`src/rtl/mem_read_arb.sv`:
```
// Two-port read arbiter (icache = port 0, dcache = port 1) in front of a single downstream read
// channel. Round-robin grant, one transaction at a time, with a watchdog that aborts a WAIT phase
// that goes TIMEOUT cycles without a beat.
module mem_read_arb #(
  parameter int unsigned ADDR_WIDTH = 32,
  parameter int unsigned DATA_WIDTH = 128,
  parameter int unsigned TIMEOUT    = 1024
) (
  input  logic                       clk,
  input  logic                       rst_n,
  input  logic [1:0]                 req_i,
  input  logic [1:0][ADDR_WIDTH-1:0] addr_i,
  output logic [1:0]                 rdy_o,
  output logic [1:0]                 rvalid_o,
  output logic [1:0]                 rlast_o,
  output logic [DATA_WIDTH-1:0]      rdata_o,
  output logic                       axi_rreq_o,
  output logic [ADDR_WIDTH-1:0]      axi_addr_o,
  input  logic                       axi_rdy_i,
  input  logic                       axi_rvalid_i,
  input  logic                       axi_rlast_i,
  input  logic [DATA_WIDTH-1:0]      axi_data_i,
  output logic                       timeout_o,
  output logic [1:0]                 grant_o
);

  localparam int unsigned WdogWidth = $clog2(TIMEOUT + 1);
  // Counter value at the start of the cycle in which it reaches TIMEOUT.
  localparam logic [WdogWidth-1:0] WdogLast = WdogWidth'(TIMEOUT - 1);

  localparam logic [1:0] StIdle = 2'd0;
  localparam logic [1:0] StReq  = 2'd1;
  localparam logic [1:0] StWait = 2'd2;

  logic [1:0]            state_q, state_d;
  logic [1:0]            grant_q, grant_d;
  logic [ADDR_WIDTH-1:0] addr_q, addr_d;
  logic                  ptr_q, ptr_d;
  logic [WdogWidth-1:0]  wdog_q, wdog_d;

  logic win;
  logic beat;
  logic done;
  logic wdog_fire;
  logic accept;
  logic in_txn;

  // Qualified events of the current cycle.
  always_comb begin
    // Pointer only breaks ties; a lone requester always wins.
    win       = (req_i == 2'b11) ? ptr_q : req_i[1];
    in_txn    = (state_q == StReq) || (state_q == StWait);
    accept    = (state_q == StReq) && axi_rdy_i;
    beat      = (state_q == StWait) && axi_rvalid_i;
    done      = beat && axi_rlast_i;
    wdog_fire = (state_q == StWait) && !axi_rvalid_i && (wdog_q == WdogLast);
  end

  // Next-state logic for the arbiter FSM, owner, latched address, pointer and watchdog.
  always_comb begin
    state_d = state_q;
    grant_d = grant_q;
    addr_d  = addr_q;
    ptr_d   = ptr_q;
    wdog_d  = wdog_q;
    case (state_q)
      StIdle: begin
        if (|req_i) begin
          grant_d = win ? 2'b10 : 2'b01;
          addr_d  = addr_i[win];
          ptr_d   = ~win;
          state_d = StReq;
        end
      end
      StReq: begin
        if (axi_rdy_i) begin
          wdog_d  = '0;
          state_d = StWait;
        end
      end
      StWait: begin
        if (done || wdog_fire) begin
          grant_d = 2'b00;
          wdog_d  = '0;
          state_d = StIdle;
        end else if (axi_rvalid_i) begin
          wdog_d = '0;
        end else begin
          wdog_d = wdog_q + 1'b1;
        end
      end
      default: begin
        grant_d = 2'b00;
        wdog_d  = '0;
        state_d = StIdle;
      end
    endcase
  end

  // State registers; reset lands in IDLE with port 0 favoured.
  always_ff @(posedge clk or negedge rst_n) begin
    if (!rst_n) begin
      state_q <= StIdle;
      grant_q <= 2'b00;
      addr_q  <= '0;
      ptr_q   <= 1'b0;
      wdog_q  <= '0;
    end else begin
      state_q <= state_d;
      grant_q <= grant_d;
      addr_q  <= addr_d;
      ptr_q   <= ptr_d;
      wdog_q  <= wdog_d;
    end
  end

  // Outputs are decoded from registered state, so reset clears them without a clock edge.
  always_comb begin
    grant_o    = grant_q;
    axi_rreq_o = in_txn && !wdog_fire;
    axi_addr_o = in_txn ? addr_q : '0;
    rdy_o      = accept ? grant_q : 2'b00;
    rvalid_o   = beat ? grant_q : 2'b00;
    rlast_o    = done ? grant_q : 2'b00;
    rdata_o    = beat ? axi_data_i : '0;
    timeout_o  = wdog_fire;
  end

endmodule

```
`config.mk`:
```
export PLATFORM = sky130hd
export DESIGN_NAME = mem_read_arb
export DESIGN_NICKNAME = d
export VERILOG_FILES = /design/src/rtl/mem_read_arb.sv
export SDC_FILE = /design/constraint.sdc
export NUM_CORES = 1
export LEC_CHECK = 0
export ABC_CLOCK_PERIOD_IN_PS = 4100
export CORE_AREA = 3 3 140 142
export CTS_CLUSTER_SIZE = 28
export DETAILED_ROUTE_END_ITERATION = 6
export DIE_AREA = 0 0 143 145
export SLEW_MARGIN = 20
export SYNTH_ARGS = -nofsm -noshare
export SYNTH_HDL_FRONTEND = slang
export SYNTH_SLANG_ARGS = --single-unit
```
`constraint.sdc`:
```
create_clock -name clk -period 4.1 [get_ports clk]
set_input_delay 1.23 -clock clk [delete_from_list [all_inputs] [get_ports clk]]
set_output_delay 1.23 -clock clk [all_outputs]
set_load 0.01 [all_outputs]
```
==> results of run 1 <==
[worst min-delay path, stage by stage, from the launching register on]
cell and delay (ns):
dfrtp_1 0.34, nand2_1 0.04, o21ai_0 0.06
[layout make-up]
cell class	count	area [um^2]	share of cell area (%)
clock inverter	3	22.5	0.296
inverter	6	22.5	0.296
sequential	48	1200	15.8
timing repair buffer	379	3770	49.5
multi-input combinational	340	2180	28.6
tap	234	293	3.85
antenna	1	2.50	0.0329
clock buffer	5	125	1.64
[cell families (layout without fill, tap and decap cells)]
logic type,Yosys count,in the layout,synth area share (%)
AND/OR/NAND/NOR,248,248,40.3
AO/OA/AOI/OAI,50,50,8.03
buffers and inverters,50,393,6.07
flip-flops,48,48,33.7
multiplexers,33,33,9.26
XOR/XNOR,5,5,1.23
adder cells (fa/ha/maj),4,4,1.40
other,0,1,0
[metal layers]
layer	part of all wire, %	global-route usage [%]
met4	1.7	3.80
met1	44	21.9
met5	0.22	0
met3	9.3	5.54
met2	45	27.0
[registers in the layout, summed over array words and instances (netlist names)]
| register | cells |
|---|---|
| addr_q | 32 |
| grant_o | 2 |
| ptr_q | 1 |
| state_q | 2 |
| wdog_q | 11 |
[how the worst max path moves through the flow]
stage	from	to	cells after the start
2_1_floorplan	axi_rvalid_i	axi_rreq_o	4
3_3_place_gp	axi_rvalid_i	rdata_o[64]	4
3_5_place_dp	axi_rvalid_i	rdata_o[52]	4
4_1_cts	axi_rvalid_i	rdata_o[64]	4
5_1_grt	axi_rvalid_i	rdata_o[52]	4
6_report	axi_rvalid_i	rdata_o[40]	4
[cells in the final DEF (no fill, tap or decap), drive strengths merged]
master and count:
a41oi 1, and2 36, or2 1, o21ai 37, a21oi 4, nand2 45, nand3 5, diode 1
clkinv 2, or3 5, ha 4, nor4b 2, and3 133, nor4bb 1, or2b 1, inv 7
mux2i 33, a31oi 2, a21boi 1, dfrtp 48, nor3 1, and4 2, xnor2 3, buf 13
nor2 9, a22oi 1, a22o 1, o211ai 3, clkdlybuf4s50 366, nor2b 3, nor4 1, clkbuf 5
nand2b 2, xor2 2, nand4 1
[stage by stage]
stage,power (mW),hold WS (ns),std cells,utilization (%)
after detailed placement,2.77,0.463,1007,40.2
after global placement,2.77,0.453,1007,40.2
after CTS,3.22,0.478,1015,41.0
after floorplan,1.69,0.442,438,-
after global routing,3.41,0.495,1015,41.0
final,3.16,0.469,1016,41.0
[power by group through the flow]
stage | clock, mW | sequential [mW] | combinational [mW]
CTS | 0.436 | 0.745 | 2.04
global placement | 0 | 0.741 | 2.03
global route | 0.449 | 0.768 | 2.20
detailed placement | 0 | 0.752 | 2.02
finish | 0.418 | 0.743 | 2.00
floorplan | 0 | 0.726 | 0.961
==> metrics, run 1 <==
switching share of power 38.6%; status finished, final reports clean; Pint 1.94 mW; Ys Warns 0; Tightest Pin Transition 0.545 ns; Worst EP arrival 2.63 ns; Pwr per Cell Area 415 nW/um^2; final setup TNS 0 ns; CP Data Required Time 2.87 ns; RR Endpoint grant_o[1]$_DFFE_PN0P_; drt pass-1 iters 4; H-tree levels 2; CP cell instances buf_4 -> buf_4 -> and3_1 -> clkdlybuf4s50_1; Die W 143 um; fmax 0.259 GHz; # setup viols final 0; Reg2Reg Depth 6; top_reg_cell synth dfrtp_1; Tightest Hold Check Type reg2reg; Sink Count 48; CP max-delay cell clkdlybuf4s50_1; Clk pin slew, worst setup/hold paths 0.07 ns; combinational power share 63.3%; largest net degree at the start of global routing 65; slew margin rel. 63.5%; P_sw 1.22 mW; Seq/Total Area, Yosys 33.7%; CTS Buf Count 5; Congestion Overflow GR 0; Yosys top cell by area dfrtp_1; hold bufs inserted after CTS 0; share of synthesized registers carrying an async set or reset 100%; WHS Path Cells 2; clock share of power 13.2%; I/O pin count 369; FF-to-FF setup slack 2.05 ns; CTS Buffer Depth 2; die area 20700 um^2; Placer Congestion 0.823; worst-path maximum fanout 47; Syn Area/Cell 8.14 um^2; CP most frequent cell buf_4; # rows 50; crit start category input pin; EDFF count, synth 0; first-pass GRT wire length 27000 um; share of layout cells above drive strength 1 3.71%; # fillers 1841; fin area 7610 um^2; syn_nets 641; post-CTS setup buffers 0; initial antenna violation count 3; Placed Instance Area 7460 um^2; # Max-Cap Violations 0; Area contributors post-synth dfrtp_1, and3_1, mux2i_1; pre-CTS setup slack 0.266 ns; unrepaired setup endpoints after global routing false; Clock Skews 0.00521 ns; All-Layer GR Usage 16.8%; post-synth top area share 33.7%; Synth Cell Area 3570 um^2; hold worst-path end addr_q[30]$_DFFE_PN0P_; worst vdd ir 242 uV; Final Cycle Share 94.1%; drt total wl 18500 um; Port-buffer cells 368; Layout area overhead 113%; Post-Syn Instances 438; synth cell count leaders and3_1, dfrtp_1, nand2_1; wire length per cell 18.2 um; hold_sp addr_q[30]$_DFFE_PN0P_; Tmin final 3.86 ns; Critical Path Sink Type output pin; Yosys reg bits 48; antenna violation net count after detailed routing 0; Unique masters post-synth 40; final hold vios 0; Leakage 3.51 nW; Top delay family on crit path buffers and inverters; Core ar. 18600 um^2; Starting Density 19.2%; fin. max-slew vios 0; Via density 4.36; DRC 0; WP buf/inv 3; vias in the first global route 4314; Final Net Count 983; hpwl dp 15100 um; worst r2r src state_q[0]$_DFFE_PN0P_; Root Buffer clkbuf_16; Chip Height 145 um; final setup margin 0.241 ns; DR iter-0 viols 197; most frequent cell after synthesis and3_1; total vias in the final route 4430; CP max stage delay 0.55 ns; Crit Path Category in2out; Seq pwr share 23.5%; clock latency on the worst-skew pair 0.29 ns; CTS resizes 0; CTS tree built
(Power assumes the default switching activity.)
==> run 2: changes to the inputs <==
--- a/config.mk
+++ b/config.mk
@@ -6,6 +6,7 @@
 export NUM_CORES = 1
 export LEC_CHECK = 0
 export ABC_CLOCK_PERIOD_IN_PS = 4100
+export CAP_MARGIN = 20
 export CORE_AREA = 3 3 140 142
 export CTS_CLUSTER_SIZE = 28
 export DETAILED_ROUTE_END_ITERATION = 6
==> results of run 2 <==
Final layout, timing and power as in run 1 (identical DEF).
==> run 3: changes to the inputs <==
--- a/config.mk
+++ b/config.mk
@@ -7,10 +7,11 @@
 export LEC_CHECK = 0
 export ABC_CLOCK_PERIOD_IN_PS = 4100
 export CAP_MARGIN = 20
-export CORE_AREA = 3 3 140 142
+export CORE_AREA = 2 2 143 145
 export CTS_CLUSTER_SIZE = 28
 export DETAILED_ROUTE_END_ITERATION = 6
-export DIE_AREA = 0 0 143 145
+export DIE_AREA = 0 0 145 147
+export PLACE_DENSITY = 0.6
 export SLEW_MARGIN = 20
 export SYNTH_ARGS = -nofsm -noshare
 export SYNTH_HDL_FRONTEND = slang
==> run 3 against run 2 <==
Die area up 2.8%; first-iteration DRC count down 3.6%; power up 3.3%.
==> metrics, run 3 (same netlist as run 1, synthesis figures left out) <==
Layout area overhead 116%; Congestion Overflow GR 0 (unchanged); worst-path maximum fanout 5 (-89%); hpwl dp 13300 um (-12%); Die W 145 um (+1.4%); combinational power share 61.5% (-1.8 points); Final Net Count 979 (-0.41%); Clock Skews 0.00478 ns (-0.000424 ns); wire length per cell 16.0 um (-12%); Finished Core Util 38.7% (-2.2 points); most flop-heavy register addr_q; crit start category input pin; unrepaired setup endpoints after global routing false; hold_sp addr_q[19]$_DFFE_PN0P_; Worst EP arrival 2.56 ns (-0.07 ns); Critical Path Sink Type output pin; Clk pin slew, worst setup/hold paths 0.06 ns (about the same); P_sw 1.20 mW (-1.7%); Tightest Hold Check Type reg2reg; Leakage 3.51 nW (+0.11%); Tightest Pin Transition 0.757 ns (+0.212 ns); # rows 52 (+4.0%); CP Data Required Time 2.87 ns (about the same); Sink Count 48 (unchanged); Chip Height 147 um (+1.4%); Root Buffer clkbuf_16; commonest cells after routing, fill and taps aside clkdlybuf4s50_1, and3_1, dfrtp_1, nand2_1, and2_1; crit path from axi_rdy_i; antenna violation net count after detailed routing 0 (unchanged); Final Cycle Share 92.4% (-1.7 points); max reg flops 32 (unchanged); hold bufs inserted after CTS 0 (unchanged); vias in the first global route 4283 (-0.72%); worst vdd ir 256 uV (+5.7%); worst r2r src state_q[0]$_DFFE_PN0P_; commonest non-fill, non-tap cell in the layout clkdlybuf4s50_1; Total Power 3.26 mW (+3.3%); Crit Path Category in2out; slew margin rel. 49.5% (-14 points); fmax 0.264 GHz (+1.9%); Placer Congestion 0.769 (-6.5%); I/O pin count 369 (unchanged); All-Layer GR Usage 14.7% (-2.1 points); # Max-Cap Violations 0 (unchanged); CTS tree built; # setup viols final 0 (unchanged); DRC 0 (unchanged); final setup TNS 0 ns (unchanged); fin. max-slew vios 0 (unchanged); ant diodes 0 (-1); total vias in the final route 4302 (-2.9%); drt total wl 16700 um (-9.7%); Tmin final 3.79 ns (-0.0706 ns); final hold vios 0 (unchanged); clock latency on the worst-skew pair 0.28 ns (about the same); CTS resizes 0 (unchanged); Core ar. 19800 um^2 (+6.8%); clock share of power 15.9% (+2.7 points); # fillers 2032 (+10%); first-pass GRT wire length 25100 um (-7.2%); CTS Buffer Depth 2 (unchanged); die area 21300 um^2 (+2.8%); H-tree levels 2 (unchanged); Pwr per Cell Area 424 nW/um^2 (+2.2%); CTS Buf Count 5 (unchanged); DR iter-0 viols 190 (-3.6%); largest net degree at the start of global routing 109 (+68%); share of layout cells above drive strength 1 3.09% (-0.62 points); status finished, final reports clean; post-CTS setup buffers 0 (unchanged); initial antenna violation count 0 (-3); biggest regs addr_q x32, wdog_q x11; Starting Density 18.0% (-1.2 points); Seq pwr share 22.6% (-0.9 points); switching share of power 36.8% (-1.8 points); drt pass-1 iters 4 (unchanged); Pint 2.06 mW (+6.4%); Via density 4.11 (-5.7%); Port-buffer cells 368 (unchanged)
run 3: final timing paths:
| check | cells past startpoint | slack [ns] | endpoint |
|---|---|---|---|
| worst max register to register | 6 | 2.08 | state_q[1]$_DFFE_PN0P_ |
| worst max-delay path | 3 | 0.31 | rdy_o[1] |
| worst min-delay path | 2 | 0.47 | addr_q[19]$_DFFE_PN0P_ |
| max in group asynchronous | 2 | 2.37 | state_q[0]$_DFFE_PN0P_ |
| min in group asynchronous | 1 | 1.01 | addr_q[3]$_DFFE_PN0P_ |
| worst min register to register | 2 | 0.47 | addr_q[19]$_DFFE_PN0P_ |
run 3: worst max-delay path, stage by stage:
cell             delay, ns
clkdlybuf4s50_1       0.60
and3_1                0.19
clkdlybuf4s50_1       0.53
run 3: layer usage:
metal  part of all wire, %  vias to the layer above  global-route usage (%)
met5                     0                        -                       0
met4                   1.3                        0                    2.87
met3                   7.3                       12                    3.94
met2                    48                      178                    24.9
met1                    44                     1914                    18.9
li1                      -                     2198                       -
run 3: area by class of cell:
cell class              instances  area (um^2)  area share (%)
inverters                       6         22.5           0.293
multi-input cells             340         2180            28.3
clock inverters                 2         60.1           0.781
clock buffers                   5          125            1.63
flip-flops and latches         48         1200            15.6
repair buffers                375         3770            49.0
well taps                     270          338            4.39
run 3: power by group through the flow:
stage	Combinational (mW)	Clock, mW	Sequential, mW
finish	2.01	0.518	0.739
global route	2.19	0.558	0.767
CTS	2.04	0.540	0.741
detailed placement	2.03	0	0.751
global placement	2.03	0	0.742
floorplan	0.961	0	0.726
run 3: stage by stage:
stage	setup WS [ns]	cell area, um^2	cells	hold WS [ns]
floorplan	0.965	3570	438	0.442
global placement	0.324	7500	1039	0.453
detailed placement	0.311	7500	1039	0.463
CTS	0.308	7690	1046	0.478
global route	0.260	7690	1046	0.497
finish	0.312	7690	1046	0.471
